--- config.mk ---
export PLATFORM = sky130hd
export DESIGN_NAME = ram_16_bist_ctrl
export DESIGN_NICKNAME = d
export VERILOG_FILES = /design/src/rtl/ram_16_bist_ctrl.sv
export SDC_FILE = /design/constraint.sdc
export NUM_CORES = 1
export LEC_CHECK = 0
export ABC_AREA = 1
export BUFFER_PORTS_ARGS = -buffer_cell sky130_fd_sc_hd__buf_2
export CAP_MARGIN = 20
export CORE_AREA = 2 2 94 96
export DETAILED_ROUTE_END_ITERATION = 12
export DIE_AREA = 0 0 96 98
export PLACE_DENSITY_LB_ADDON = 0.08
export SLEW_MARGIN = 20
export SYNTH_ARGS = -nofsm -noshare
export SYNTH_HDL_FRONTEND = slang
export SYNTH_SLANG_ARGS = --single-unit
--- constraint.sdc ---
create_clock -name clk -period 1.7 [get_ports clk]
set_clock_uncertainty 0.1 [all_clocks]
set_input_delay 0.255 -clock clk [delete_from_list [all_inputs] [get_ports clk]]
set_output_delay 0.255 -clock clk [all_outputs]
set_load 0.02 [all_outputs]
--- src/rtl/ram_16_bist_ctrl.sv ---
// rtl/ram_16_bist_ctrl.sv - March-style write/read/compare BIST controller for a 16x16 single-port RAM
`timescale 1ns/1ps
module ram_16_bist_ctrl #(
    parameter int DATA_W      = 16,
    parameter int ADDR_W      = 4,
    parameter int RD_LATENCY  = 1,
    parameter int INVERT_PASS = 1
) (
    input  logic              clk,
    input  logic              rst,
    input  logic              start,
    input  logic [DATA_W-1:0] pattern,
    output logic              busy,
    output logic              done,
    output logic              pass,
    output logic [4:0]        err_count,
    output logic [ADDR_W-1:0] fail_addr,
    output logic [DATA_W-1:0] fail_data,
    output logic              ram_write_data,
    output logic [ADDR_W-1:0] ram_address,
    output logic [DATA_W-1:0] ram_data_in,
    input  logic [DATA_W-1:0] ram_data_out
);

    localparam logic [2:0] S_IDLE  = 3'd0;
    localparam logic [2:0] S_WRITE = 3'd1;
    localparam logic [2:0] S_READ  = 3'd2;
    localparam logic [2:0] S_DRAIN = 3'd3;
    localparam logic [2:0] S_DONE  = 3'd4;

    localparam logic [ADDR_W-1:0] LAST_ADDR  = '1;
    localparam logic [1:0]        DRAIN_LAST = (RD_LATENCY > 0) ? 2'(RD_LATENCY - 1) : 2'd0;
    localparam logic [4:0]        ERR_MAX    = 5'd31;

    logic [2:0]        r_state;
    logic [DATA_W-1:0] r_pat;
    logic              r_pass_no;
    logic [ADDR_W-1:0] r_addr;
    logic [1:0]        r_drain_cnt;

    logic [DATA_W-1:0] w_cur_pat;
    logic              w_issue;
    logic              w_last_addr;
    logic              w_cmp_valid;
    logic [ADDR_W-1:0] w_cmp_addr;
    logic              w_mismatch;
    logic [4:0]        w_err_nxt;
    logic              w_end_pass;

    // The RAM port and status flags are pure decodes of the FSM state so reset clears them at once
    assign busy           = (r_state == S_WRITE) || (r_state == S_READ) || (r_state == S_DRAIN);
    assign done           = (r_state == S_DONE);
    assign ram_write_data = (r_state == S_WRITE);
    assign ram_address    = r_addr;
    assign ram_data_in    = w_cur_pat;

    assign w_cur_pat   = r_pass_no ? ~r_pat : r_pat;
    assign w_issue     = (r_state == S_READ);
    assign w_last_addr = (r_addr == LAST_ADDR);

    generate
        if (RD_LATENCY == 0) begin : g_cmp_comb
            // Zero-latency RAM: data belongs to the address issued this cycle
            assign w_cmp_valid = w_issue;
            assign w_cmp_addr  = r_addr;
        end else begin : g_cmp_pipe
            logic [RD_LATENCY-1:0]             r_vld_sr;
            logic [RD_LATENCY-1:0][ADDR_W-1:0] r_addr_sr;

            // Delay each issued read address by the RAM latency so compares line up with data
            always_ff @(posedge clk or posedge rst) begin
                if (rst) begin
                    r_vld_sr  <= '0;
                    r_addr_sr <= '0;
                end else begin
                    r_vld_sr[0]  <= w_issue;
                    r_addr_sr[0] <= r_addr;
                    for (int i = 1; i < RD_LATENCY; i++) begin
                        r_vld_sr[i]  <= r_vld_sr[i-1];
                        r_addr_sr[i] <= r_addr_sr[i-1];
                    end
                end
            end

            assign w_cmp_valid = r_vld_sr[RD_LATENCY-1];
            assign w_cmp_addr  = r_addr_sr[RD_LATENCY-1];
        end
    endgenerate

    assign w_mismatch = w_cmp_valid && (ram_data_out != w_cur_pat);
    assign w_err_nxt  = (w_mismatch && (err_count != ERR_MAX)) ? err_count + 5'd1 : err_count;

    // A pass ends on the last read when there is nothing in flight, otherwise on the last drain cycle
    assign w_end_pass = ((RD_LATENCY == 0) && (r_state == S_READ) && w_last_addr) ||
                        ((r_state == S_DRAIN) && (r_drain_cnt == DRAIN_LAST));

    // Sequencer plus result bookkeeping; the test always runs to completion regardless of errors
    always_ff @(posedge clk or posedge rst) begin
        if (rst) begin
            r_state     <= S_IDLE;
            r_pat       <= '0;
            r_pass_no   <= 1'b0;
            r_addr      <= '0;
            r_drain_cnt <= '0;
            pass        <= 1'b0;
            err_count   <= '0;
            fail_addr   <= '0;
            fail_data   <= '0;
        end else begin
            case (r_state)
                S_IDLE: begin
                    if (start) begin
                        r_pat     <= pattern;
                        r_pass_no <= 1'b0;
                        r_addr    <= '0;
                        pass      <= 1'b0;
                        err_count <= '0;
                        fail_addr <= '0;
                        fail_data <= '0;
                        r_state   <= S_WRITE;
                    end
                end
                S_WRITE: begin
                    if (w_last_addr) begin
                        r_addr  <= '0;
                        r_state <= S_READ;
                    end else begin
                        r_addr <= r_addr + 1'b1;
                    end
                end
                S_READ: begin
                    if (w_last_addr) begin
                        if (RD_LATENCY > 0) begin
                            r_drain_cnt <= '0;
                            r_state     <= S_DRAIN;
                        end
                    end else begin
                        r_addr <= r_addr + 1'b1;
                    end
                end
                S_DRAIN: begin
                    r_drain_cnt <= r_drain_cnt + 1'b1;
                end
                S_DONE: begin
                    r_state <= S_IDLE;
                end
                default: begin
                    r_state <= S_IDLE;
                end
            endcase

            if (w_end_pass) begin
                if ((INVERT_PASS != 0) && !r_pass_no) begin
                    r_pass_no <= 1'b1;
                    r_addr    <= '0;
                    r_state   <= S_WRITE;
                end else begin
                    pass    <= (w_err_nxt == 5'd0);
                    r_state <= S_DONE;
                end
            end

            if (w_mismatch) begin
                err_count <= w_err_nxt;
                if (err_count == 5'd0) begin
                    fail_addr <= w_cmp_addr;
                    fail_data <= ram_data_out;
                end
            end
        end
    end

endmodule
Word level (Yosys, flattened, before mapping). Cells that the tools add are included.

Register bits: 57. Output and inout bits: 49. Bits of input ports: 35. Logic and storage cells: 78.

Reductions and logical operators: 16. Add/sub/neg operators: 3. Equal/unequal tests: 12. Mux-type cells: 35. Bitwise operators: 1.

Operator list (number): 2-to-1 mux 16 bit (5); 2-to-1 mux 4 bit (9); 2-to-1 mux 5 bit (4); inequality test 16 bit (1); NOT 16 bit (1); 2-to-1 mux 3 bit (5); one-hot mux 3 bit (4 select lines) (1); one-hot mux 4 bit (3 select lines) (1); logical NOT 5 bit (2); 2-to-1 mux 1 bit (8); equality test 3 x 2 -> 1 bit (second input constant) (2); inequality test 3 x 1 -> 1 bit (second input constant) (2); AND reduction 2 bit (3); nonzero test 2 bit (3); adder 5 x 1 -> 5 bit (second input constant) (1); inequality test 5 bit (second input constant) (1); adder 4 x 1 -> 4 bit (second input constant) (1); equality test 4 bit (second input constant) (1); one-hot mux 2 bit (2 select lines) (1); AND reduction 4 bit (1); equality test 3 x 1 -> 1 bit (second input constant) (1); equality test 3 bit (second input constant) (1); logical AND 1 bit (3); logical NOT 3 bit (1); 7 further kinds (8).

Depth between registers and ports, before layout. Gate-level depths: netlist of run 1.

Depth in word-level cells: 9. Depth in mapped cells: 18. Gate-level depth less buffers: 16.

Least setup slack after synthesis of run 1. OpenSTA, ideal clock, no wires.

Path type: reg-to-reg. From: register r_state[1]. To: register r_addr[0], in the netlist ram_address[0]. Required time: 1472 ps. Clock period less this slack: 1973 ps. Data arrival time: 1745 ps. Library setup time: 128 ps. Cell stages (with the launch flop): 9. Slack: -273 ps. Path buffers: 0. Cell sequence: dfrtp_1 > nor3_1 > inv_1 > nand2_1 > nor2_1 > inv_1 > o21ai_0 > a221oi_1 > nor2_1.

Cells in the longest elaborated chain, start to end: 4. Elaborated cells on any way between the ends: 8. Classes of those cells: 3 x eq/ne; 3 x mux; 2 x reduce/logical.

Ends and longest elaborated chain: from (decl) (line 35) `logic [2:0] r_state;`; from (signal assigned) (line 100) `r_state <= S_IDLE;`; from (signal assigned) (line 120) `r_state <= S_WRITE;`; from (signal assigned) (line 126) `r_state <= S_READ;`; equality test 3 x 1 -> 1 bit (*); net ram_write_data (line 19) `output logic ram_write_data,`; one-hot mux 4 bit (3 select lines) (*) (line 110) `case (r_state)`; 2-to-1 mux 4 bit (line 153) `if ((INVERT_PASS != 0) && !r_pass_no) begin`; 2-to-1 mux 4 bit (*) (line 152) `if (w_end_pass) begin`; to (signal assigned) (line 128) `r_addr <= r_addr + 1'b1;`; to (signal assigned) (line 138) `r_addr <= r_addr + 1'b1;`; to (decl) (line 38) `logic [ADDR_W-1:0] r_addr;`.

The timed path passes the listed nets; every way through them passes the cells marked *. A chain may end at the register's enable or synchronous reset.

Worst setup path after layout of run 1.
From: register r_pass_no. To: register fail_data[13].

Cells in the longest elaborated chain, start to end: 4.

Ends and longest elaborated chain: from (decl) (line 37) `logic r_pass_no;`; from (signal assigned) (line 102) `r_pass_no <= 1'b0;`; from (signal assigned) (line 114) `r_pass_no <= 1'b0;`; from (signal assigned) (line 154) `r_pass_no <= 1'b1;`; 2-to-1 mux 16 bit (line 57) `assign w_cur_pat = r_pass_no ? ~r_pat : r_pat;`; inequality test 16 bit (line 90) `assign w_mismatch = w_cmp_valid && (ram_data_out != w_cur_pat);`; logical AND 1 bit (line 90); 2-to-1 mux 16 bit (line 163) `if (w_mismatch) begin`; to (signal assigned) (line 167) `fail_data <= ram_data_out;`; to (decl) (line 18) `output logic [DATA_W-1:0] fail_data,`.

No other way between the ends.

==> results of run 1 <==
==> critical path, delay by kind of cell (launching register included) <==
| family | cells | cell delay (ps) |
|---|---|---|
| flops | 1 | 440 |
| buf+inv | 3 | 450 |
| compound gates | 1 | 60 |
| simple gates | 11 | 930 |
==> power breakdown <==
part | internal (mW) | total [mW] | switching, mW
logic | 2.55 | 5.83 | 3.28
clock network | 0.692 | 1.22 | 0.533
registers | 1.91 | 2.29 | 0.382
==> layer usage <==
metal	up-vias	GRT usage, %
li1	1662	-
met1	1477	24.11
met2	61	31.73
met3	14	3.472
met4	0	8.022
met5	-	0
==> cell usage after synthesis (2+ instances only) <==
cell      count  area share [%]
o21ai_2      20             5.4
nand2_1     163              19
nand2_2      14             2.7
dfrtp_1      57              44
nor2_1       28             3.2
a211oi_1      2            0.46
nand3_1      29             4.4
nand4_1       3            0.57
o21ai_0      26             4.0
clkbuf_1      5            0.57
nor2_2        2            0.38
buf_6         7             2.4
inv_1        55             6.3
nand2_4       2            0.69
o22ai_1       2            0.38
a221oi_1      2            0.54
a21oi_1       3            0.46
ha_1          6             2.3
==> worst max path at each step <==
stage	from	endpoint	slack, ps	depth (start not counted)
after global routing	r_pass_no$_DFF_PP0_	fail_data[14]$_DFF_PP0_	-480	15
after global placement	r_pass_no$_DFF_PP0_	fail_addr[2]$_DFF_PP0_	-380	14
after floorplan	r_pass_no$_DFF_PP0_	fail_addr[0]$_DFF_PP0_	-210	15
after detailed placement	r_pass_no$_DFF_PP0_	fail_data[13]$_DFF_PP0_	-430	14
after CTS	r_pass_no$_DFF_PP0_	fail_addr[3]$_DFF_PP0_	-370	13
final	r_pass_no$_DFF_PP0_	fail_data[13]$_DFF_PP0_	-360	15
==> cell type report <==
class / instances / area [µm²]
tap: 108 / 135.1
multi-input combinational: 310 / 1723
sequential: 57 / 1430
timing repair inverter: 1 / 16.27
inverter: 56 / 235.2
fill: 822 / 3729
clock buffer: 10 / 137.6
clock inverter: 4 / 45.04
timing repair buffer: 145 / 1015
==> sequential cells by signal (all words and copies together), names as in the netlist, 2 cells and up <==
| name | count |
|---|---|
| fail_data | 16 |
| r_pat | 16 |
| err_count | 5 |
| fail_addr | 4 |
| g_cmp_pipe.r_addr_sr | 4 |
| ram_address | 4 |
| r_state | 3 |
| r_drain_cnt | 2 |
==> placed cells by master, fill, tap and decap left out, types with 5 or more instances in the layout <==
master	netlist	layout
buf_12	0	6
buf_2	0	71
buf_4	1	60
buf_6	7	7
clkbuf_8	0	10
dfrtp_1	57	54
ha_1	6	6
inv_1	55	47
inv_2	0	5
nand2_1	163	141
nand2_2	14	24
nand2_4	2	14
nand3_1	29	28
nor2_1	28	21
nor2_2	2	5
o21ai_0	26	20
o21ai_2	20	21
==> repair_timing <==
action / 4_1_cts / 5_1_grt
pin swaps: 0 / 8
hold endpoints to repair: 14 / 0
buffers inserted: 0 / 3
cloned: 0 / 1
resized for setup: 18 / 65
setup endpoints to repair: 47 / 66
hold buffers: 1 / 0
==> cell families after synthesis <==
| group | synth area share [%] |
|---|---|
| xor gates and xnor gates | 0.2676 |
| AOI/OAI and AO/OA | 11.43 |
| and+or+nand+nor | 32.26 |
| buffers and inverters | 10.17 |
| DFF | 43.58 |
| adders and majority gates | 2.294 |
==> per-stage QoR <==
step	TNS, ps	total power, mW	area (µm²)	hold slack [ps]
6_report	-8713	9.344	4737	20.95
5_1_grt	-12950	10.12	4737	31.39
4_1_cts	-9853	8.857	4513	15.53
3_5_place_dp	-10600	7.472	4282	159.2
3_3_place_gp	-9682	7.402	4282	156.9
2_1_floorplan	-4787	5.601	3368	241.8
==> results.toml, run 1 <==
[timing]
worstMarginPinSlew_ps = 360.8
max_freq_ghz = 0.4854
fin_crit_sh_pct = 121.2
finalWorstSetupSlack_ps = -360.1
slew_viol_final = 0
grt_setup_unrepaired = "yes"
setup_viol = 36
timing.slew.headroom_pct = 75.89
hold_viol = 0
fin_crit_ps = 2060

[setup_path]
crit_slowest_cell = "dfrtp_2"
r2r-end = "fail_data[13]$_DFF_PP0_"
reg2reg_from = "r_pass_no$_DFF_PP0_"
cp-end-kind = "register"
cp_cell_sequence = "buf_12 -> inv_16 -> nand2_1 -> nand2_1 -> nand2_1 -> nand2_1 -> nor2_2 -> nand2_1 -> nor2_2 -> nand2_4 -> nand2_4 -> nor3_4 -> buf_12 -> nand2_1 -> o21ai_2"
crit_path_start_kind = "register"
required_ps = 1870
cpMostUsedCell = "nand2_1"
critPathMaxFanout = 22
max_stage_delay_ps = 440
rrSetupSlack_ps = -360
crit_type = "reg2reg"
cp.arrival_ps = 2230
reg2reg_depth = 15

[finish]
final_nets = 621
area_growth_pct = 44.72
final_cells = 691
n_antenna_cell = 0
drive_gt1_share_pct = 42.37
fin_util_pct = 55.96

[drt]
drc = 0
drtAntennaViolNets = 0
top_layer = "met4"
routedWlPerCell_um = 12.46
vias = 3214
met2_length_mm = 4.280
drtIter0Drc = 83
viasPerCell = 4.651
dr.pass1.iters = 4
wl_met3_um = 349
routed_wl_mm = 8.612
met1_length_mm = 3.815

[floorplan]
coreArea_um2 = 8466
ios = 84
rows = 34
dieArea_um2 = 9408
start_util_pct = 38.66
die_w_um = 96
dieHeight_um = 98

[hold_path]
min_to = "r_pat[8]$_DFFE_PP0P_"
min-delay-path-class = "in2reg"
whs_path_depth = 3
hold_start = "pattern[8]"

[synthesis]
yosys_warnings = 0
ys_seq_area_share_pct = 43.58
synth_edf_count = 0
syn_inst = 437
syn_area_um2 = 3273
async_reset_ff_share_pct = 100.0
syn_avg_cell_area_um2 = 7.490
ys_seq_elements = 57
synth_flop_cell = "dfrtp_1"
ys_types = 29
syn_nets = 478

[cts]
clock_tree.root_cell = "clkbuf_8"
cts.path.max_buffers = 2
cts_buffers = 9
cts_tree = "built"
clk_latency_ps = 340
ctsHtreeMaxLevel = 3
clkSlewWorstSetupHoldPaths_ps = 60
cts_num_sinks = 57

[global_route]
grt_first_pass_wirelength_mm = 13.99
overflow = 0
grt_pass1_vias = 3032
antenna_found_initial = 0
grt_max_degree = 36
track_usage_pct = 19.10

[status]
status = "finished, violations left"
violations = "setup timing"

[power]
p_leak_nw = 2.561
p_per_area_nw_per_um2 = 1973
vdd_drop_max_uv = 1153

[placement]
port_buffers = 83
place_ws_ps = -432.0
hpwlAfterDp_mm = 6.376
place.gp.congestion = 0.8600
post-place-cells = 672

[job]
cap_violations = 0
No activity file was read; power rests on OpenSTA's default activity.
==> inputs of run 2 (changes only) <==
--- a/config.mk
+++ b/config.mk
@@ -7,11 +7,12 @@
 export LEC_CHECK = 0
 export ABC_AREA = 1
 export BUFFER_PORTS_ARGS = -buffer_cell sky130_fd_sc_hd__buf_2
-export CAP_MARGIN = 20
+export CAP_MARGIN = 5
 export CORE_AREA = 2 2 94 96
 export DETAILED_ROUTE_END_ITERATION = 12
 export DIE_AREA = 0 0 96 98
 export PLACE_DENSITY_LB_ADDON = 0.08
+export REMOVE_ABC_BUFFERS = 1
 export SLEW_MARGIN = 20
 export SYNTH_ARGS = -nofsm -noshare
 export SYNTH_HDL_FRONTEND = slang
==> run 2 against run 1 <==
Against the previous run:
- critical endpoint is now fail_data[6]$_DFF_PP0_
- first-iteration DRC count is 53% higher
- power fell by 4.5%
- highest routed layer unchanged
- hold slack improved by 3.2 ps
- via count grew 0.37%
- the run still ends with setup timing left
- critical path depth unchanged
- cell area decreased by 2.9%
==> results.toml, run 2 (synthesis gave the netlist of run 1 again) <==
[status]
status = "finished, violations left"
violations = "setup timing"

[finish]
layout_commonest_cell = "nand2_1"
final_nets = 626
area_growth_pct = 40.52
largestRegisters = "fail_data: 16 flops, r_pat: 16 flops, err_count: 5 flops"
n_antenna_cell = 0
fin_area_um2 = 4599
drive_gt1_share_pct = 38.81
final_cell_mix = "161 x nand2_1, 81 x buf_2, 59 x buf_4"

[setup_path]
reg2reg_from = "r_pass_no$_DFF_PP0_"
cp-end-kind = "register"
crit_type = "reg2reg"
required_ps = 1860
cp.arrival_ps = 2250
crit_path_start_kind = "register"
cp_cell_sequence = "buf_6 -> nand2_1 -> nand2_1 -> nand2_1 -> nand2_1 -> nor2_1 -> nand2_1 -> nor2_4 -> nand2_4 -> nand2_4 -> nor3_4 -> buf_12 -> buf_12 -> nand2_1 -> o21ai_2"
r2r-end = "fail_data[6]$_DFF_PP0_"
cpMostUsedCell = "nand2_1"
reg2reg_depth = 15
max_stage_delay_ps = 430
critPathMaxFanout = 15
crit_slowest_cell = "dfrtp_2"
rrSetupSlack_ps = -390

[timing]
grt_setup_unrepaired = "yes"
fin_crit_sh_pct = 122.7
slew_viol_final = 0
setup_tns_ps = -9388
max_freq_ghz = 0.4793
worstMarginPinSlew_ps = 319.4
timing.slew.headroom_pct = 78.70
setup_viol = 36
fin_crit_ps = 2086
finalWorstSetupSlack_ps = -386.2
hold_viol = 0

[floorplan]
coreArea_um2 = 8466
dieHeight_um = 98
rows = 34
die_w_um = 96
start_util_pct = 38.66
ios = 84
dieArea_um2 = 9408

[drt]
drtAntennaViolNets = 0
drc = 0
drtIter0Drc = 127
viasPerCell = 4.622
vias = 3226
dr.pass1.iters = 4
routedWlPerCell_um = 12.37
routed_wl_mm = 8.632

[job]
cap_violations = 0

[cts]
clk_latency_ps = 340
clkSlewWorstSetupHoldPaths_ps = 70
ctsHtreeMaxLevel = 3
cts_buffers = 9
cts_tree = "built"
cts_num_sinks = 57
clock_tree.root_cell = "clkbuf_8"
cts.path.max_buffers = 2

[hold_path]
min_to = "r_pat[15]$_DFFE_PP0P_"
hold_start = "pattern[15]"
min-delay-path-class = "in2reg"
whs_path_depth = 3

[global_route]
grt_pass1_vias = 3084
antenna_found_initial = 0
grt_max_degree = 58
track_usage_pct = 19.07
overflow = 0
grt_first_pass_wirelength_mm = 14.17

[placement]
port_buffers = 83
hpwlAfterDp_mm = 6.328
place.gp.congestion = 0.8529
placed_cell_area_um2 = 4227

[power]
p_per_area_nw_per_um2 = 1940
vdd_drop_max_uv = 802.6
p_leak_nw = 2.543
==> run 2: cell count changes in the layout (fill, tap and decap cells not counted), moves of 2 or more <==
cell	delta
buf_2	+10
buf_6	-3
dfrtp_1	+2
dfrtp_2	-2
inv_1	+3
nand2_1	+20
nand2_2	-8
nand2_4	-12
==> run 2: through the flow <==
stage	total power [mW]	hold WS, ps	worst slack [ps]	instances	utilization (%)
after floorplan	5.176	276.0	-1304	423	-
after global placement	7.263	238.2	-368.0	675	49.93
after detailed placement	7.350	243.5	-377.2	675	49.93
after CTS	8.604	10.48	-351.3	693	52.41
after global routing	9.705	24.01	-561.0	698	54.33
final	8.925	24.18	-386.2	698	54.33
==> run 2: repair_timing <==
| action | 4_1_cts | 5_1_grt |
|---|---|---|
| hold buffers | 1 | 0 |
| setup buffers | 1 | 5 |
| endpoints found under the hold margin | 57 | 0 |
| pin swaps | 1 | 7 |
| setup endpoints to repair | 44 | 63 |
| resized for setup | 5 | 39 |
==> run 2: final cells by class <==
| type | instances | area [µm²] |
|---|---|---|
| clock buffers | 11 | 141.4 |
| clock inverters | 5 | 31.28 |
| fillers | 858 | 3866 |
| inverters | 56 | 220.2 |
| multi-input cells | 310 | 1620 |
| flip-flops and latches | 57 | 1428 |
| well taps | 108 | 135.1 |
| repair buffers | 151 | 1023 |
==> run 2: how the worst max path moves through the flow <==
| stage | startpoint | endpoint | slack, ps | cells past startpoint |
|---|---|---|---|---|
| 4_1_cts | r_pass_no$_DFF_PP0_ | fail_data[6]$_DFF_PP0_ | -350 | 14 |
| 2_1_floorplan | r_pass_no$_DFF_PP0_ | fail_addr[0]$_DFF_PP0_ | -1300 | 13 |
| 3_5_place_dp | r_pass_no$_DFF_PP0_ | fail_data[2]$_DFF_PP0_ | -380 | 14 |
| 3_3_place_gp | r_pass_no$_DFF_PP0_ | pass$_DFF_PP0_ | -370 | 14 |
| 6_report | r_pass_no$_DFF_PP0_ | fail_data[6]$_DFF_PP0_ | -390 | 15 |
| 5_1_grt | r_pass_no$_DFF_PP0_ | fail_data[6]$_DFF_PP0_ | -560 | 15 |
==> run 2: where the power goes <==
part	leakage, nW	internal (mW)	switching (mW)
clock network	0.0891	0.563	0.573
logic	1.72	2.36	3.15
registers	0.738	1.90	0.375
total	2.54	4.83	4.10
==> run 2: critical path: cells and delay by family, from the launching register on <==
kind | cells | cell delay, ps
buffers and inverters | 3 | 480
DFF | 1 | 430
and+or+nand+nor | 11 | 940
AOI/OAI and AO/OA | 1 | 60
==> run 2: per-layer routing <==
| metal | GRT usage [%] | routed length (µm) | up-vias |
|---|---|---|---|
| met5 | 0 | 0 | - |
| met3 | 4.167 | 413 | 12 |
| met2 | 30.82 | 4137 | 81 |
| li1 | - | - | 1662 |
| met1 | 25.33 | 3938 | 1471 |
| met4 | 5.934 | 142 | 0 |
==> inputs of run 3 (changes only) <==
--- a/config.mk
+++ b/config.mk
@@ -6,11 +6,11 @@
 export NUM_CORES = 1
 export LEC_CHECK = 0
 export ABC_AREA = 1
-export BUFFER_PORTS_ARGS = -buffer_cell sky130_fd_sc_hd__buf_2
 export CAP_MARGIN = 5
 export CORE_AREA = 2 2 94 96
 export DETAILED_ROUTE_END_ITERATION = 12
 export DIE_AREA = 0 0 96 98
+export DONT_BUFFER_PORTS = 1
 export PLACE_DENSITY_LB_ADDON = 0.08
 export REMOVE_ABC_BUFFERS = 1
 export SLEW_MARGIN = 20
==> run 3 against run 2 <==
Against the previous run:
- the run still ends with setup timing left
- register-to-register slack hardly changed
- hold slack better by 31 ps
- combinational power is 16% higher
- critical path depth is 1 lower
- die area stayed put
- cell area is 11% higher
- clock power is 11% higher
- first-iteration DRC count is 3.9% lower
- largest cell class unchanged
- largest power group unchanged
==> results.toml, run 3 (synthesis gave the netlist of run 1 again) <==
[power]
vdd_drop_max_uv = 933.5
p_switching_mw = 4.547
p_per_area_nw_per_um2 = 1994
pwr-share-comb_pct = 62.7
p_int_mw = 5.639
seqPwrFrac_pct = 25.0
p_leak_nw = 2.571
clock_power_share_pct = 12.4
p_sw_share_pct = 44.64
finalPower_mw = 10.19

[timing]
holdWs_ps = 55.63
fin_crit_ps = 2079
fin_crit_sh_pct = 122.3
slew_viol_final = 0
worstMarginPinSlew_ps = 372.4
grt_setup_unrepaired = "yes"
finalWorstSetupSlack_ps = -378.9
hold_viol = 0
timing.slew.headroom_pct = 75.08
max_freq_ghz = 0.4810
setup_viol = 41

[global_route]
track_usage_pct = 21.43
overflow = 0
antenna_found_initial = 0
grt_pass1_vias = 3241
grt_max_degree = 58
grt_first_pass_wirelength_mm = 15.63

[placement]
place.gp.congestion = 0.8726
port_buffers = 0
post-place-cells = 611
hpwlAfterDp_mm = 6.156
placed_cell_area_um2 = 3954

[setup_path]
required_ps = 1830
crit_type = "reg2reg"
crit_path_start_kind = "register"
cp_cell_sequence = "buf_12 -> buf_16 -> nand2_2 -> nand3_1 -> nand2_1 -> nor2_1 -> nand2_1 -> nor2_4 -> nand2_4 -> nand2_4 -> nor3_4 -> buf_6 -> clkbuf_16 -> o21ai_2"
critPathMaxFanout = 6
max_stage_delay_ps = 470
rrSetupSlack_ps = -380
crit_slowest_cell = "dfrtp_2"
cp-end-kind = "register"
cp.arrival_ps = 2210

[hold_path]
min-delay-path-class = "in2reg"

[finish]
fin_area_um2 = 5107
final_cells = 678
layout_commonest_cell = "nand2_1"
largestRegisters = "fail_data: 16 flops, r_pat: 16 flops, err_count: 5 flops"
fin_util_pct = 60.33
final_nets = 606
area_growth_pct = 56.04
n_antenna_cell = 0
drive_gt1_share_pct = 38.25
final_cell_mix = "121 x nand2_1, 63 x buf_4, 55 x dfrtp_1"

[cts]
cts_num_sinks = 57
clkSlewWorstSetupHoldPaths_ps = 60
ctsHtreeMaxLevel = 3
cts.path.max_buffers = 2
clock_tree.root_cell = "clkbuf_8"
clk_latency_ps = 340
cts_buffers = 9
cts_tree = "built"

[floorplan]
dieHeight_um = 98
ios = 84
dieArea_um2 = 9408
start_util_pct = 38.66
rows = 34
die_w_um = 96
coreArea_um2 = 8466

[drt]
drtIter0Drc = 122
drtAntennaViolNets = 0
viasPerCell = 4.830
routedWlPerCell_um = 14.92
drc = 0
vias = 3275
dr.pass1.iters = 4
routed_wl_mm = 10.12

[status]
status = "finished, violations left"
violations = "setup timing"

[job]
cap_violations = 0
run 3: cell count changes in the layout (fill, tap and decap cells not counted), sizes merged:
cell,previous run,this run
bufinv,0,1
inv,56,59
clkbuf,11,16
clkinvlp,1,0
clkinv,4,2
dlygate4sd3,1,33
buf,150,92
run 3: worst paths after layout:
path	cells after the start	to	start
setup / recovery	14	fail_data[2]$_DFF_PP0_	r_pass_no$_DFF_PP0_
hold / removal	3	ram_address[2]$_DFF_PP0_	start
setup reg to reg	14	fail_data[2]$_DFF_PP0_	r_pass_no$_DFF_PP0_
hold reg to reg	2	fail_addr[0]$_DFF_PP0_	g_cmp_pipe.r_addr_sr[0]$_DFF_PP0_
max in group asynchronous	3	r_pass_no$_DFF_PP0_	rst
min in group asynchronous	3	r_state[0]$_DFFE_PP0P_	rst
run 3: layout make-up:
cell class,count,area [µm²]
clock buffer,13,148.9
multi-input combinational,310,1788
tap,108,135.1
timing repair inverter,3,33.78
sequential,57,1429
fill,758,3358
timing repair buffer,128,1315
inverter,56,217.7
clock inverter,3,40.04
run 3: stage by stage:
step	worst slack, ps	setup TNS [ps]
final	-378.9	-9609
after CTS	-401.7	-10510
after global placement	-456.0	-11300
after detailed placement	-487.7	-12190
after floorplan	-1304	-44030
after global routing	-537.4	-14850
run 3: power groups by stage:
| stage | Combinational, mW | Clock [mW] | Sequential, mW |
|---|---|---|---|
| 2_1_floorplan | 2.59 | 0 | 2.58 |
| 3_3_place_gp | 4.74 | 0 | 2.48 |
| 3_5_place_dp | 4.81 | 0 | 2.49 |
| 4_1_cts | 5.57 | 1.29 | 2.49 |
| 5_1_grt | 7.02 | 1.36 | 2.61 |
| 6_report | 6.39 | 1.26 | 2.54 |
run 3: worst max-delay path: cells and delay by family (launching register included):
family	cells	cell delay, ps
simple gates	9	740
flops	1	470
buf+inv	4	610
compound gates	1	50
run 3: timing repair:
action	4_1_cts	5_1_grt
endpoints found under the setup margin	49	66
hold buffers	33	0
buffers inserted	6	3
gates resized for setup	47	78
pin swaps	6	23
cloned	6	3
hold endpoints to repair	89	0
run 3: routing by layer:
layer	GRT usage, %	part of all wire (%)
met1	27.76	42
met5	0	0
met4	6.484	1.1
met2	34.94	51
met3	5.478	6.2
